## src/rtl/decode_cycle_if.sv

```systemverilog
`default_nettype none
// +----------------------------------------------------------------------+
// | decode_cycle_if : fetch/writeback-to-decode and ID/EX bundle          |
// | rev 1.0                                                               |
// +----------------------------------------------------------------------+
interface decode_cycle_if #(
   parameter int XLEN = 32
);
   logic [31:0]     InstrD;
   logic [XLEN-1:0] PCD;
   logic [XLEN-1:0] PCPlus4D;
   logic            FlushE;
   logic            RegWriteW;
   logic [4:0]      RDW;
   logic [XLEN-1:0] ResultW;

   logic            RegWriteE;
   logic            ResultSrcE;
   logic            MemWriteE;
   logic            JumpE;
   logic            BranchE;
   logic            ALUSrcE;
   logic [2:0]      ALUControlE;
   logic [XLEN-1:0] RD1E;
   logic [XLEN-1:0] RD2E;
   logic [XLEN-1:0] ImmExtE;
   logic [4:0]      RS1E;
   logic [4:0]      RS2E;
   logic [4:0]      RDE;
   logic [XLEN-1:0] PCE;
   logic [XLEN-1:0] PCPlus4E;

   modport master (
      output InstrD, PCD, PCPlus4D, FlushE, RegWriteW, RDW, ResultW,
      input  RegWriteE, ResultSrcE, MemWriteE, JumpE, BranchE, ALUSrcE,
             ALUControlE, RD1E, RD2E, ImmExtE, RS1E, RS2E, RDE, PCE, PCPlus4E
   );

   modport slave (
      input  InstrD, PCD, PCPlus4D, FlushE, RegWriteW, RDW, ResultW,
      output RegWriteE, ResultSrcE, MemWriteE, JumpE, BranchE, ALUSrcE,
             ALUControlE, RD1E, RD2E, ImmExtE, RS1E, RS2E, RDE, PCE, PCPlus4E
   );
endinterface
`default_nettype wire

```

## src/rtl/decode_cycle.sv

```systemverilog
`default_nettype none
// +----------------------------------------------------------------------+
// | decode_cycle : RV32I decode stage, register file and ID/EX register  |
// | rev 1.0                                                               |
// +----------------------------------------------------------------------+
module decode_cycle #(
   parameter int XLEN  = 32,
   parameter int NREGS = 32
) (
   input  logic           clk,
   input  logic           rst,
   decode_cycle_if.slave  bus
);

   localparam logic [6:0] OP_R    = 7'b0110011;
   localparam logic [6:0] OP_I    = 7'b0010011;
   localparam logic [6:0] OP_LW   = 7'b0000011;
   localparam logic [6:0] OP_SW   = 7'b0100011;
   localparam logic [6:0] OP_BEQ  = 7'b1100011;
   localparam logic [6:0] OP_JAL  = 7'b1101111;

   localparam logic [2:0] ALU_ADD = 3'b000;
   localparam logic [2:0] ALU_SUB = 3'b001;
   localparam logic [2:0] ALU_AND = 3'b010;
   localparam logic [2:0] ALU_OR  = 3'b011;
   localparam logic [2:0] ALU_SLT = 3'b101;

   localparam logic [2:0] IMM_NONE = 3'd0;
   localparam logic [2:0] IMM_I    = 3'd1;
   localparam logic [2:0] IMM_S    = 3'd2;
   localparam logic [2:0] IMM_B    = 3'd3;
   localparam logic [2:0] IMM_J    = 3'd4;

   logic [31:0] instr;
   logic [6:0]  opcode;
   logic [2:0]  funct3;
   logic [4:0]  rs1;
   logic [4:0]  rs2;
   logic [4:0]  rd;

   assign instr  = bus.InstrD;
   assign opcode = instr[6:0];
   assign funct3 = instr[14:12];
   assign rs1    = instr[19:15];
   assign rs2    = instr[24:20];
   assign rd     = instr[11:7];

   // ---------------- main decoder ----------------
   logic       reg_write;
   logic       result_src;
   logic       mem_write;
   logic       jump;
   logic       branch;
   logic       alu_src;
   logic       alu_from_funct;
   logic [2:0] alu_fixed;
   logic [2:0] imm_sel;

   always_comb begin
      reg_write      = 1'b0;
      result_src     = 1'b0;
      mem_write      = 1'b0;
      jump           = 1'b0;
      branch         = 1'b0;
      alu_src        = 1'b0;
      alu_from_funct = 1'b0;
      alu_fixed      = ALU_ADD;
      imm_sel        = IMM_NONE;
      case (opcode)
         OP_R: begin
            reg_write      = 1'b1;
            alu_from_funct = 1'b1;
         end
         OP_I: begin
            reg_write      = 1'b1;
            alu_src        = 1'b1;
            alu_from_funct = 1'b1;
            imm_sel        = IMM_I;
         end
         OP_LW: begin
            reg_write  = 1'b1;
            alu_src    = 1'b1;
            result_src = 1'b1;
            imm_sel    = IMM_I;
         end
         OP_SW: begin
            mem_write = 1'b1;
            alu_src   = 1'b1;
            imm_sel   = IMM_S;
         end
         OP_BEQ: begin
            branch    = 1'b1;
            alu_fixed = ALU_SUB;
            imm_sel   = IMM_B;
         end
         OP_JAL: begin
            jump      = 1'b1;
            reg_write = 1'b1;
            imm_sel   = IMM_J;
         end
         default: ;
      endcase
   end

   // ---------------- ALU decoder ----------------
   // funct7[5] selects sub only for register-register ops; on I-type that
   // bit belongs to the immediate.
   logic [2:0] alu_funct;
   logic [2:0] alu_ctrl;

   always_comb begin
      alu_funct = ALU_ADD;
      case (funct3)
         3'b000:  alu_funct = (opcode == OP_R && instr[30]) ? ALU_SUB : ALU_ADD;
         3'b010:  alu_funct = ALU_SLT;
         3'b110:  alu_funct = ALU_OR;
         3'b111:  alu_funct = ALU_AND;
         default: alu_funct = ALU_ADD;
      endcase
      alu_ctrl = alu_from_funct ? alu_funct : alu_fixed;
   end

   // ---------------- immediate generator ----------------
   logic [XLEN-1:0] imm_ext;

   always_comb begin
      imm_ext = '0;
      case (imm_sel)
         IMM_I:   imm_ext = {{(XLEN-12){instr[31]}}, instr[31:20]};
         IMM_S:   imm_ext = {{(XLEN-12){instr[31]}}, instr[31:25], instr[11:7]};
         IMM_B:   imm_ext = {{(XLEN-13){instr[31]}}, instr[31], instr[7],
                             instr[30:25], instr[11:8], 1'b0};
         IMM_J:   imm_ext = {{(XLEN-21){instr[31]}}, instr[31], instr[19:12],
                             instr[20], instr[30:21], 1'b0};
         default: imm_ext = '0;
      endcase
   end

   // ---------------- register file ----------------
   logic [XLEN-1:0] regs [NREGS];
   logic            wb_en;

   assign wb_en = bus.RegWriteW && (bus.RDW != 5'd0);

   always_ff @(posedge clk or negedge rst) begin
      if (!rst) begin
         for (int i = 0; i < NREGS; i++) begin
            regs[i] <= '0;
         end
      end else if (wb_en) begin
         regs[bus.RDW] <= bus.ResultW;
      end
   end

   // Same-cycle writeback is forwarded so decode never sees a stale value.
   logic [XLEN-1:0] rd1;
   logic [XLEN-1:0] rd2;

   always_comb begin
      rd1 = regs[rs1];
      if (rs1 == 5'd0) begin
         rd1 = '0;
      end else if (wb_en && bus.RDW == rs1) begin
         rd1 = bus.ResultW;
      end
   end

   always_comb begin
      rd2 = regs[rs2];
      if (rs2 == 5'd0) begin
         rd2 = '0;
      end else if (wb_en && bus.RDW == rs2) begin
         rd2 = bus.ResultW;
      end
   end

   // ---------------- ID/EX register ----------------
   logic            ex_reg_write;
   logic            ex_result_src;
   logic            ex_mem_write;
   logic            ex_jump;
   logic            ex_branch;
   logic            ex_alu_src;
   logic [2:0]      ex_alu_ctrl;
   logic [XLEN-1:0] ex_rd1;
   logic [XLEN-1:0] ex_rd2;
   logic [XLEN-1:0] ex_imm;
   logic [4:0]      ex_rs1;
   logic [4:0]      ex_rs2;
   logic [4:0]      ex_rd;
   logic [XLEN-1:0] ex_pc;
   logic [XLEN-1:0] ex_pc4;

   always_ff @(posedge clk or negedge rst) begin
      if (!rst) begin
         ex_reg_write  <= 1'b0;
         ex_result_src <= 1'b0;
         ex_mem_write  <= 1'b0;
         ex_jump       <= 1'b0;
         ex_branch     <= 1'b0;
         ex_alu_src    <= 1'b0;
         ex_alu_ctrl   <= 3'b000;
         ex_rd1        <= '0;
         ex_rd2        <= '0;
         ex_imm        <= '0;
         ex_rs1        <= 5'd0;
         ex_rs2        <= 5'd0;
         ex_rd         <= 5'd0;
         ex_pc         <= '0;
         ex_pc4        <= '0;
      end else begin
         ex_rd1 <= rd1;
         ex_rd2 <= rd2;
         ex_imm <= imm_ext;
         ex_pc  <= bus.PCD;
         ex_pc4 <= bus.PCPlus4D;
         if (bus.FlushE) begin
            ex_reg_write  <= 1'b0;
            ex_result_src <= 1'b0;
            ex_mem_write  <= 1'b0;
            ex_jump       <= 1'b0;
            ex_branch     <= 1'b0;
            ex_alu_src    <= 1'b0;
            ex_alu_ctrl   <= 3'b000;
            ex_rs1        <= 5'd0;
            ex_rs2        <= 5'd0;
            ex_rd         <= 5'd0;
         end else begin
            ex_reg_write  <= reg_write;
            ex_result_src <= result_src;
            ex_mem_write  <= mem_write;
            ex_jump       <= jump;
            ex_branch     <= branch;
            ex_alu_src    <= alu_src;
            ex_alu_ctrl   <= alu_ctrl;
            ex_rs1        <= rs1;
            ex_rs2        <= rs2;
            ex_rd         <= rd;
         end
      end
   end

   assign bus.RegWriteE   = ex_reg_write;
   assign bus.ResultSrcE  = ex_result_src;
   assign bus.MemWriteE   = ex_mem_write;
   assign bus.JumpE       = ex_jump;
   assign bus.BranchE     = ex_branch;
   assign bus.ALUSrcE     = ex_alu_src;
   assign bus.ALUControlE = ex_alu_ctrl;
   assign bus.RD1E        = ex_rd1;
   assign bus.RD2E        = ex_rd2;
   assign bus.ImmExtE     = ex_imm;
   assign bus.RS1E        = ex_rs1;
   assign bus.RS2E        = ex_rs2;
   assign bus.RDE         = ex_rd;
   assign bus.PCE         = ex_pc;
   assign bus.PCPlus4E    = ex_pc4;

endmodule
`default_nettype wire
```

## src/flat_wrapper.sv

```systemverilog
// flat-port wrapper written by rule: the top's interface ports become plain ports
module decode_cycle_flat 
#(
   parameter int XLEN  = 32,
   parameter int NREGS = 32
)
  (clk, rst, bus_InstrD, bus_PCD, bus_PCPlus4D, bus_FlushE, bus_RegWriteW, bus_RDW, bus_ResultW, bus_RegWriteE, bus_ResultSrcE, bus_MemWriteE, bus_JumpE, bus_BranchE, bus_ALUSrcE, bus_ALUControlE, bus_RD1E, bus_RD2E, bus_ImmExtE, bus_RS1E, bus_RS2E, bus_RDE, bus_PCE, bus_PCPlus4E);
  decode_cycle_if #(.XLEN(XLEN)) bus_i ();
  input  logic clk;
  input  logic rst;
  input wire logic [$bits(bus_i.InstrD)-1:0] bus_InstrD;
  input wire logic [$bits(bus_i.PCD)-1:0] bus_PCD;
  input wire logic [$bits(bus_i.PCPlus4D)-1:0] bus_PCPlus4D;
  input wire logic [$bits(bus_i.FlushE)-1:0] bus_FlushE;
  input wire logic [$bits(bus_i.RegWriteW)-1:0] bus_RegWriteW;
  input wire logic [$bits(bus_i.RDW)-1:0] bus_RDW;
  input wire logic [$bits(bus_i.ResultW)-1:0] bus_ResultW;
  output wire logic [$bits(bus_i.RegWriteE)-1:0] bus_RegWriteE;
  output wire logic [$bits(bus_i.ResultSrcE)-1:0] bus_ResultSrcE;
  output wire logic [$bits(bus_i.MemWriteE)-1:0] bus_MemWriteE;
  output wire logic [$bits(bus_i.JumpE)-1:0] bus_JumpE;
  output wire logic [$bits(bus_i.BranchE)-1:0] bus_BranchE;
  output wire logic [$bits(bus_i.ALUSrcE)-1:0] bus_ALUSrcE;
  output wire logic [$bits(bus_i.ALUControlE)-1:0] bus_ALUControlE;
  output wire logic [$bits(bus_i.RD1E)-1:0] bus_RD1E;
  output wire logic [$bits(bus_i.RD2E)-1:0] bus_RD2E;
  output wire logic [$bits(bus_i.ImmExtE)-1:0] bus_ImmExtE;
  output wire logic [$bits(bus_i.RS1E)-1:0] bus_RS1E;
  output wire logic [$bits(bus_i.RS2E)-1:0] bus_RS2E;
  output wire logic [$bits(bus_i.RDE)-1:0] bus_RDE;
  output wire logic [$bits(bus_i.PCE)-1:0] bus_PCE;
  output wire logic [$bits(bus_i.PCPlus4E)-1:0] bus_PCPlus4E;
  assign bus_i.InstrD = bus_InstrD;
  assign bus_i.PCD = bus_PCD;
  assign bus_i.PCPlus4D = bus_PCPlus4D;
  assign bus_i.FlushE = bus_FlushE;
  assign bus_i.RegWriteW = bus_RegWriteW;
  assign bus_i.RDW = bus_RDW;
  assign bus_i.ResultW = bus_ResultW;
  assign bus_RegWriteE = bus_i.RegWriteE;
  assign bus_ResultSrcE = bus_i.ResultSrcE;
  assign bus_MemWriteE = bus_i.MemWriteE;
  assign bus_JumpE = bus_i.JumpE;
  assign bus_BranchE = bus_i.BranchE;
  assign bus_ALUSrcE = bus_i.ALUSrcE;
  assign bus_ALUControlE = bus_i.ALUControlE;
  assign bus_RD1E = bus_i.RD1E;
  assign bus_RD2E = bus_i.RD2E;
  assign bus_ImmExtE = bus_i.ImmExtE;
  assign bus_RS1E = bus_i.RS1E;
  assign bus_RS2E = bus_i.RS2E;
  assign bus_RDE = bus_i.RDE;
  assign bus_PCE = bus_i.PCE;
  assign bus_PCPlus4E = bus_i.PCPlus4E;
  decode_cycle #(.XLEN(XLEN), .NREGS(NREGS)) u_core (.clk(clk), .rst(rst), .bus(bus_i));
endmodule
```

## config.mk

```make
export PLATFORM = sky130hd
export DESIGN_NAME = decode_cycle_flat
export DESIGN_NICKNAME = d
export VERILOG_FILES = /design/src/rtl/decode_cycle_if.sv /design/src/rtl/decode_cycle.sv /design/src/flat_wrapper.sv
export SDC_FILE = /design/constraint.sdc
export NUM_CORES = 2
export LEC_CHECK = 0
export BUFFER_PORTS_ARGS = -buffer_cell sky130_fd_sc_hd__buf_4
export CAP_MARGIN = 20
export CORE_ASPECT_RATIO = 0.5
export CORE_MARGIN = 4
export CORE_UTILIZATION = 62
export DETAILED_ROUTE_END_ITERATION = 10
export PLACE_DENSITY = 0.85
export SLEW_MARGIN = 15
export SYNTH_ARGS = -nofsm -noshare
export SYNTH_HDL_FRONTEND = slang
export SYNTH_SLANG_ARGS = --single-unit
```

## constraint.sdc

```tcl
create_clock -name clk -period 2.5 [get_ports clk]
set_input_delay 0.125 -clock clk [delete_from_list [all_inputs] [get_ports clk]]
set_output_delay 0.125 -clock clk [all_outputs]
set_load 0.02 [all_outputs]
```

* After elaboration in Yosys (flattened, before gate mapping)
Cells that the tools add are included.
Widths: inputs -> output; s select.
** Storage, ports and cells
- Bits in latches :: 0
- Input bits :: 137
- Output and inout bits :: 184
- ROM bits :: 0
- Logic and storage cells :: 118
- Memories kept :: 0
- Flip-flop bits (word level) :: 1208
- Bits in writable memories :: 0
** Operators by class
- Reduce and logical (&&, ||, !) cells :: 13
- Magnitude comparators :: 4
- Bitwise operators :: 3
- Multipliers :: 0
- Div/mod/pow operators :: 0
- Shift-type cells :: 0
- Equality and inequality tests :: 15
- Multiplexer cells :: 36
- $add $sub $neg :: 0
** Operators with widths (number)
- $bwmux 1024 :: 1
- $bmux 32 s5 :: 2
- $mux 32 :: 9
- $demux 32 s5 :: 1
- $pmux 32 s4 :: 1
- $pmux 3 s4 :: 2
- $ge 6x6->1 const B :: 3
- $not 5->6 :: 3
- $mux 1 :: 15
- $mux 5 :: 3
- $eq 7x6->1 const B :: 2
- $eq 7x7->1 const B :: 2
- $eq 5x5->1 :: 2
- $logic_not 5->1 :: 2
- $eq 3x2->1 const B :: 3
- $eq 3x3->1 const B :: 3
- $eq 7x2->1 const B :: 1
- $eq 7x5->1 const B :: 1
- $lt 6x1->1 const B :: 1
- $mux 3 :: 2
- $logic_and 1x1->1 :: 5
- $reduce_bool 5->1 :: 1
- $reduce_or 2->1 :: 2
- $reduce_or 4->1 :: 1
- 3 further kinds :: 3

* Depth between registers and ports, before layout
- Word-level depth :: 6
- Mapped depth :: 10
- Gate-level depth less buffers :: 5

* Worst setup path after synthesis
Ideal clock, no wire load.
- Kind :: input -> register
- From :: input bus_InstrD[15]
- To :: register u_core.ex_rd1[31], in the netlist u_core.bus.RD1E[31]
- Setup time :: 0.124 ns
- Data required time :: 2.376 ns
- Path slack :: 0.528 ns
- Cell stages on the path :: 7
- Data arrival time :: 1.848 ns
- Path through :: buf_4 buf_2 buf_2 mux4_2 a22oi_1 a21oi_1 a211o_1
** Between the ends
- Cells in the longest elaborated chain, start to end :: 6
- Elaborated cells on any way between the ends :: 9
- Classes of those cells :: eq/ne (1); mux (5); bitwise (1); reduce/logical (2)
** Ends and longest elaborated chain
- start, declared :: RTL line flat_wrapper.sv:11 : input wire logic [$bits(bus_i.InstrD)-1:0] bus_InstrD;
- $not 5->6 (implied by the code) :: RTL line decode_cycle.sv:160 : rd1 = regs[rs1];
- $bmux 32 s5 :: RTL line decode_cycle.sv:160
- $mux 32 (implied by the code) (2 in series) :: RTL line decode_cycle.sv:160
- $mux 32 :: RTL line decode_cycle.sv:163 : end else if (wb_en && bus.RDW == rs1) begin
- $mux 32 (*) :: RTL line decode_cycle.sv:161 : if (rs1 == 5'd0) begin
- named net u_core.rd1[31] :: RTL line decode_cycle.sv:156 : logic [XLEN-1:0] rd1;
- end signal, assigned :: RTL line decode_cycle.sv:212 : ex_rd1 <= rd1;
- end, declared :: RTL line decode_cycle.sv:185 : logic [XLEN-1:0] ex_rd1;
The timed path passes the listed nets; every way through them passes the cells marked *. The select of a mux whose other input is x is not followed.
A chain may end at the register's enable or synchronous reset.

* Final worst setup path
- From :: input bus_InstrD[3]
- To :: register u_core.ex_imm[0], in the netlist u_core.bus.ImmExtE[0]
** Between the ends
- Cells in the longest elaborated chain, start to end :: 5
- Elaborated cells on any way between the ends :: 12
- Classes of those cells :: eq/ne (9); mux (2); reduce/logical (1)
** Ends and longest elaborated chain
- $eq 7x5->1 or $eq 7x2->1 (tied branches) :: RTL line decode_cycle.sv:69 : case (opcode)
- $reduce_or 2->1 (no source line)
- $pmux 3 s4 (*) :: RTL line decode_cycle.sv:69
- $eq 3x3->1, or another cell as far along :: RTL line decode_cycle.sv:128 : case (imm_sel)
- $pmux 32 s4 (*) :: RTL line decode_cycle.sv:128
- named net u_core.imm_ext[0] :: RTL line decode_cycle.sv:124 : logic [XLEN-1:0] imm_ext;
- end signal, assigned :: RTL line decode_cycle.sv:214 : ex_imm <= imm_ext;
- end, declared :: RTL line decode_cycle.sv:187 : logic [XLEN-1:0] ex_imm;
The timed path passes the listed nets; every way through them passes the cells marked *.

==> impl_metrics.yaml <==
sta:
  slew_headroom_pct: 29.6
  finalHoldViolCount: 0
  hold_ws_ns: 0.0605
  setup_viol_count_final: 0
  tns_ns: 0
  period_share_pct: 97.2
  worst_pin_slew_ns: 1.05
  finalMaxSlewViolations: 0
  fmax_mhz: 412
  min_period_ns: 2.43
  rsz0062_at_grt: "false"
  fin_worst_skew_ns: 0.0379
synthesis:
  synth_nets: 4333
  ys_types: 57
  synth_top_area_share_pct: 49.8
  synth_cells: 4196
  ys.warnings.count: 0
  syn_avg_cell_area_sq_um: 14.3
  syn_area_sq_um: 60200
  synthTopCellsByArea: "dfrtp_1 (50%), mux2_2 (19%), mux4_2 (14%)"
  yosysSeqAreaShare_pct: 49.8
  ys_ff_latch: 1197
  synth_area_leader_cell: "dfrtp_1"
  yosys_most_used_dff: "dfrtp_1"
  ys_async_sr_fraction_pct: 100
  synth_edf_count: 0
worst_setup_path:
  crit_chain: "dlygate4sd3_1 -> buf_4 -> or4_1 -> dlygate4sd3_1 -> or2_2 -> o22ai_1 -> dlygate4sd3_1"
  worst-path-buf-inv: 4
  cp_max_fo: 4
  reg2reg_depth: 4
  crit_slowest_cell: "dlygate4sd3_1"
  cpMostUsedCell: "dlygate4sd3_1"
  regToRegSetupSlack_ns: 0.51
  cp_top_family: "buffers and inverters"
  crit_type: "in -> reg"
  required_ns: 3.15
  critPathLaunchType: "input pin"
  cp.arrival_ns: 3.08
  worstSetupEndpointType: "flop"
  worstReg2RegStart: "u_core.regs[33]"
  r2r_end: "u_core.bus.RD2E[1]"
  max_stage_delay_ns: 0.58
global_routing:
  grt_pass1_vias: 45551
  overflow: 0
  grt_usage_pct: 38.6
  antenna_found_initial: 6
  grt_max_degree: 101
  grt_pass1_wl_mm: 295
drt:
  drc: 0
  ant_nets: 0
  drt_iter0_drc: 6479
  routed_wl_mm: 198
  wl_per_cell_um: 33.6
  dr.pass1.iters: 8
  vias: 43425
  viasPerCell: 7.36
floorplanning:
  die_width_um: 449
  rows: 80
  die_h_um: 228
  io_pins: 321
  core_area_sq_um: 95800
  die_area_sq_um: 102000
  initial_core_util_pct: 62.8
pwr:
  ir_drop_uv: 563
  power_leakage_nw: 31.5
  cellPowerDensity_nw_per_um2: 764
cts:
  htree_levels: 3
  tritoncts: "yes"
  clock-sinks: 1197
  clk_pin_slew_ns: 0.07
  cts_buffers: 104
  cts-resized-gates: 0
  worstSkewPairLatency_ns: 0.73
  cts_root_buffer: "clkbuf_16"
  clockBufferDepth: 3
layout:
  area_growth_pct: 16.1
  multiInputGateArea_sq_um: 28200
  register_area_sq_um: 30000
  fillers: 5657
  nets: 4678
  drive_gt1_share_pct: 46.5
placed_design:
  io_buffers: 320
  gp_congestion: 0.945
  hpwl_mm: 118
worst_hold_path:
  holdPathEnd: "u_core.bus.RS1E[4]"
  min_path_cells: 4
  hold_path_class: "in -> reg"
  min-delay-start: "bus_InstrD[19]"
run:
  cap_violations: 0
status:
  status: "finished clean"
## worst register-to-register path, cell delays in order, from the launching register on
cell and delay, ns:
dfrtp_1 0.42, mux4_2 0.49, mux4_2 0.49, and3_1 0.20, a211o_1 0.27
## synthesized netlist by cell type (5+ instances only)
cell       number
a2111oi_0      19
a211o_1        34
a211oi_1       26
a21o_1          9
a21oi_1        70
a221oi_1       46
a22o_1         10
a22oi_1        34
and2_1         19
and3_1         21
buf_1          52
buf_2         133
buf_4          43
buf_6          13
clkbuf_1      221
dfrtp_1      1197
inv_1           8
mux2_1        126
mux2_2       1004
mux2i_1       212
mux4_2        367
nand2_1       112
nand2b_1        5
nand3_1        21
nor2_1         49
nor2b_1        11
nor3_1         80
nor4_1         26
o21ai_0        46
o21ai_1         6
o221ai_1        6
o22ai_1       112
or2_2           6
xnor2_1         5
xor2_1          5
## where the power goes
| part | switching (mW) | internal (mW) | leakage, nW | total [mW] |
|---|---|---|---|---|
| clock | 7.55 | 9.19 | 1.69 | 16.7 |
| sequential | 2.73 | 22.8 | 15.3 | 25.5 |
| combinational | 4.82 | 6.36 | 14.5 | 11.2 |
## flip-flops by register name (all words and copies together) (netlist names)
name                    cells
u_core.regs              1024
u_core.bus.RS1E             5
u_core.bus.JumpE            1
u_core.bus.RS2E             5
u_core.bus.ImmExtE         21
u_core.bus.PCE             32
u_core.bus.ResultSrcE       1
u_core.bus.ALUSrcE          1
u_core.bus.RegWriteE        1
u_core.bus.MemWriteE        1
u_core.bus.RDE              5
u_core.bus.BranchE          1
u_core.bus.PCPlus4E        32
u_core.bus.RD2E            32
u_core.bus.RD1E            32
u_core.bus.ALUControlE      3
## layout by cell type, fill, tap and decap left out, types with 6 or more instances in the layout
cell	netlist	layout
a2111oi_0	19	19
a211o_1	34	34
a211oi_1	26	26
a21o_1	9	9
a21oi_1	70	70
a221oi_1	46	46
a22o_1	10	10
a22oi_1	34	34
and2_1	19	19
and3_1	21	21
buf_12	0	76
buf_4	43	483
bufinv_16	0	8
clkbuf_1	221	27
clkbuf_16	0	105
clkbuf_8	0	22
clkinv_2	0	19
dfrtp_1	1197	1197
diode_2	0	7
dlygate4sd3_1	0	136
inv_1	8	7
mux2_1	126	126
mux2_2	1004	1004
mux2i_1	212	212
mux4_2	367	367
nand2_1	112	95
nand2_2	0	17
nand3_1	21	21
nor2_1	49	34
nor2_4	0	12
nor2b_1	11	9
nor3_1	80	79
nor4_1	26	26
o21ai_0	46	46
o21ai_1	6	6
o221ai_1	6	6
o22ai_1	112	112
or2_2	6	7
## how the worst max path moves through the flow
stage	from	endpoint	slack, ns	depth (start not counted)
finish	bus_InstrD[3]	u_core.bus.ImmExtE[0]	0.07	7
global route	bus_InstrD[3]	u_core.bus.ImmExtE[0]	0.05	7
CTS	bus_InstrD[3]	u_core.bus.RegWriteE	0.12	8
detailed placement	bus_RDW[3]	u_core.bus.RD2E[24]	0.08	7
global placement	bus_RDW[3]	u_core.bus.RD2E[24]	0.1	7
floorplan	bus_InstrD[15]	u_core.bus.RD1E[31]	0.53	7
## repair_timing
item                                   4_1_cts  5_1_grt
setup endpoints to repair                    0        2
buffers inserted                             0        0
hold buffers                               137        0
endpoints found under the hold margin     2026        0
## layer usage
layer  vias to the layer above  part of all wire [%]  GRT usage, %
li1                      16630                     -             -
met1                     22433                    35          50.3
met2                      3454                    44          57.1
met3                       902                    13          12.9
met4                         6                   6.8          22.4
met5                         -                 0.020             0
## per-stage QoR
step	power (mW)	instance area (sq um)	utilization (%)	cells	worst slack, ns
finish	53.4	69900	72.9	5900	0.0703
floorplan	32.4	60200	-	4196	0.528
CTS	53.1	69800	72.9	5894	0.124
detailed placement	36.3	65000	67.9	5570	0.0772
global placement	35.5	65000	67.9	5570	0.0959
global route	55.2	69800	72.9	5895	0.0484
## cell type report
class / count / area share (%)
Antenna cell: 7 / 0.0251
Clock buffer: 153 / 4.32
Clock inverter: 34 / 0.586
Inverter: 10 / 0.0537
Multi-Input combinational cell: 2527 / 40.4
Sequential cell: 1197 / 42.9
Tap cell: 1271 / 2.28
Timing Repair Buffer: 701 / 9.44
## cells by family (layout without fill, tap and decap cells)
logic type                Yosys count  after routing  share of synthesized area (%)
AOI/OAI and AO/OA                 440            440                           5.07
xor gates and xnor gates           10             10                          0.146
buffers and inverters             472            898                           3.65
DFF                              1197           1197                           49.8
muxes                            1709           1709                           38.4
other                               0              7                              0
and+or+nand+nor                   368            368                           2.97
(Power assumes the default switching activity.)
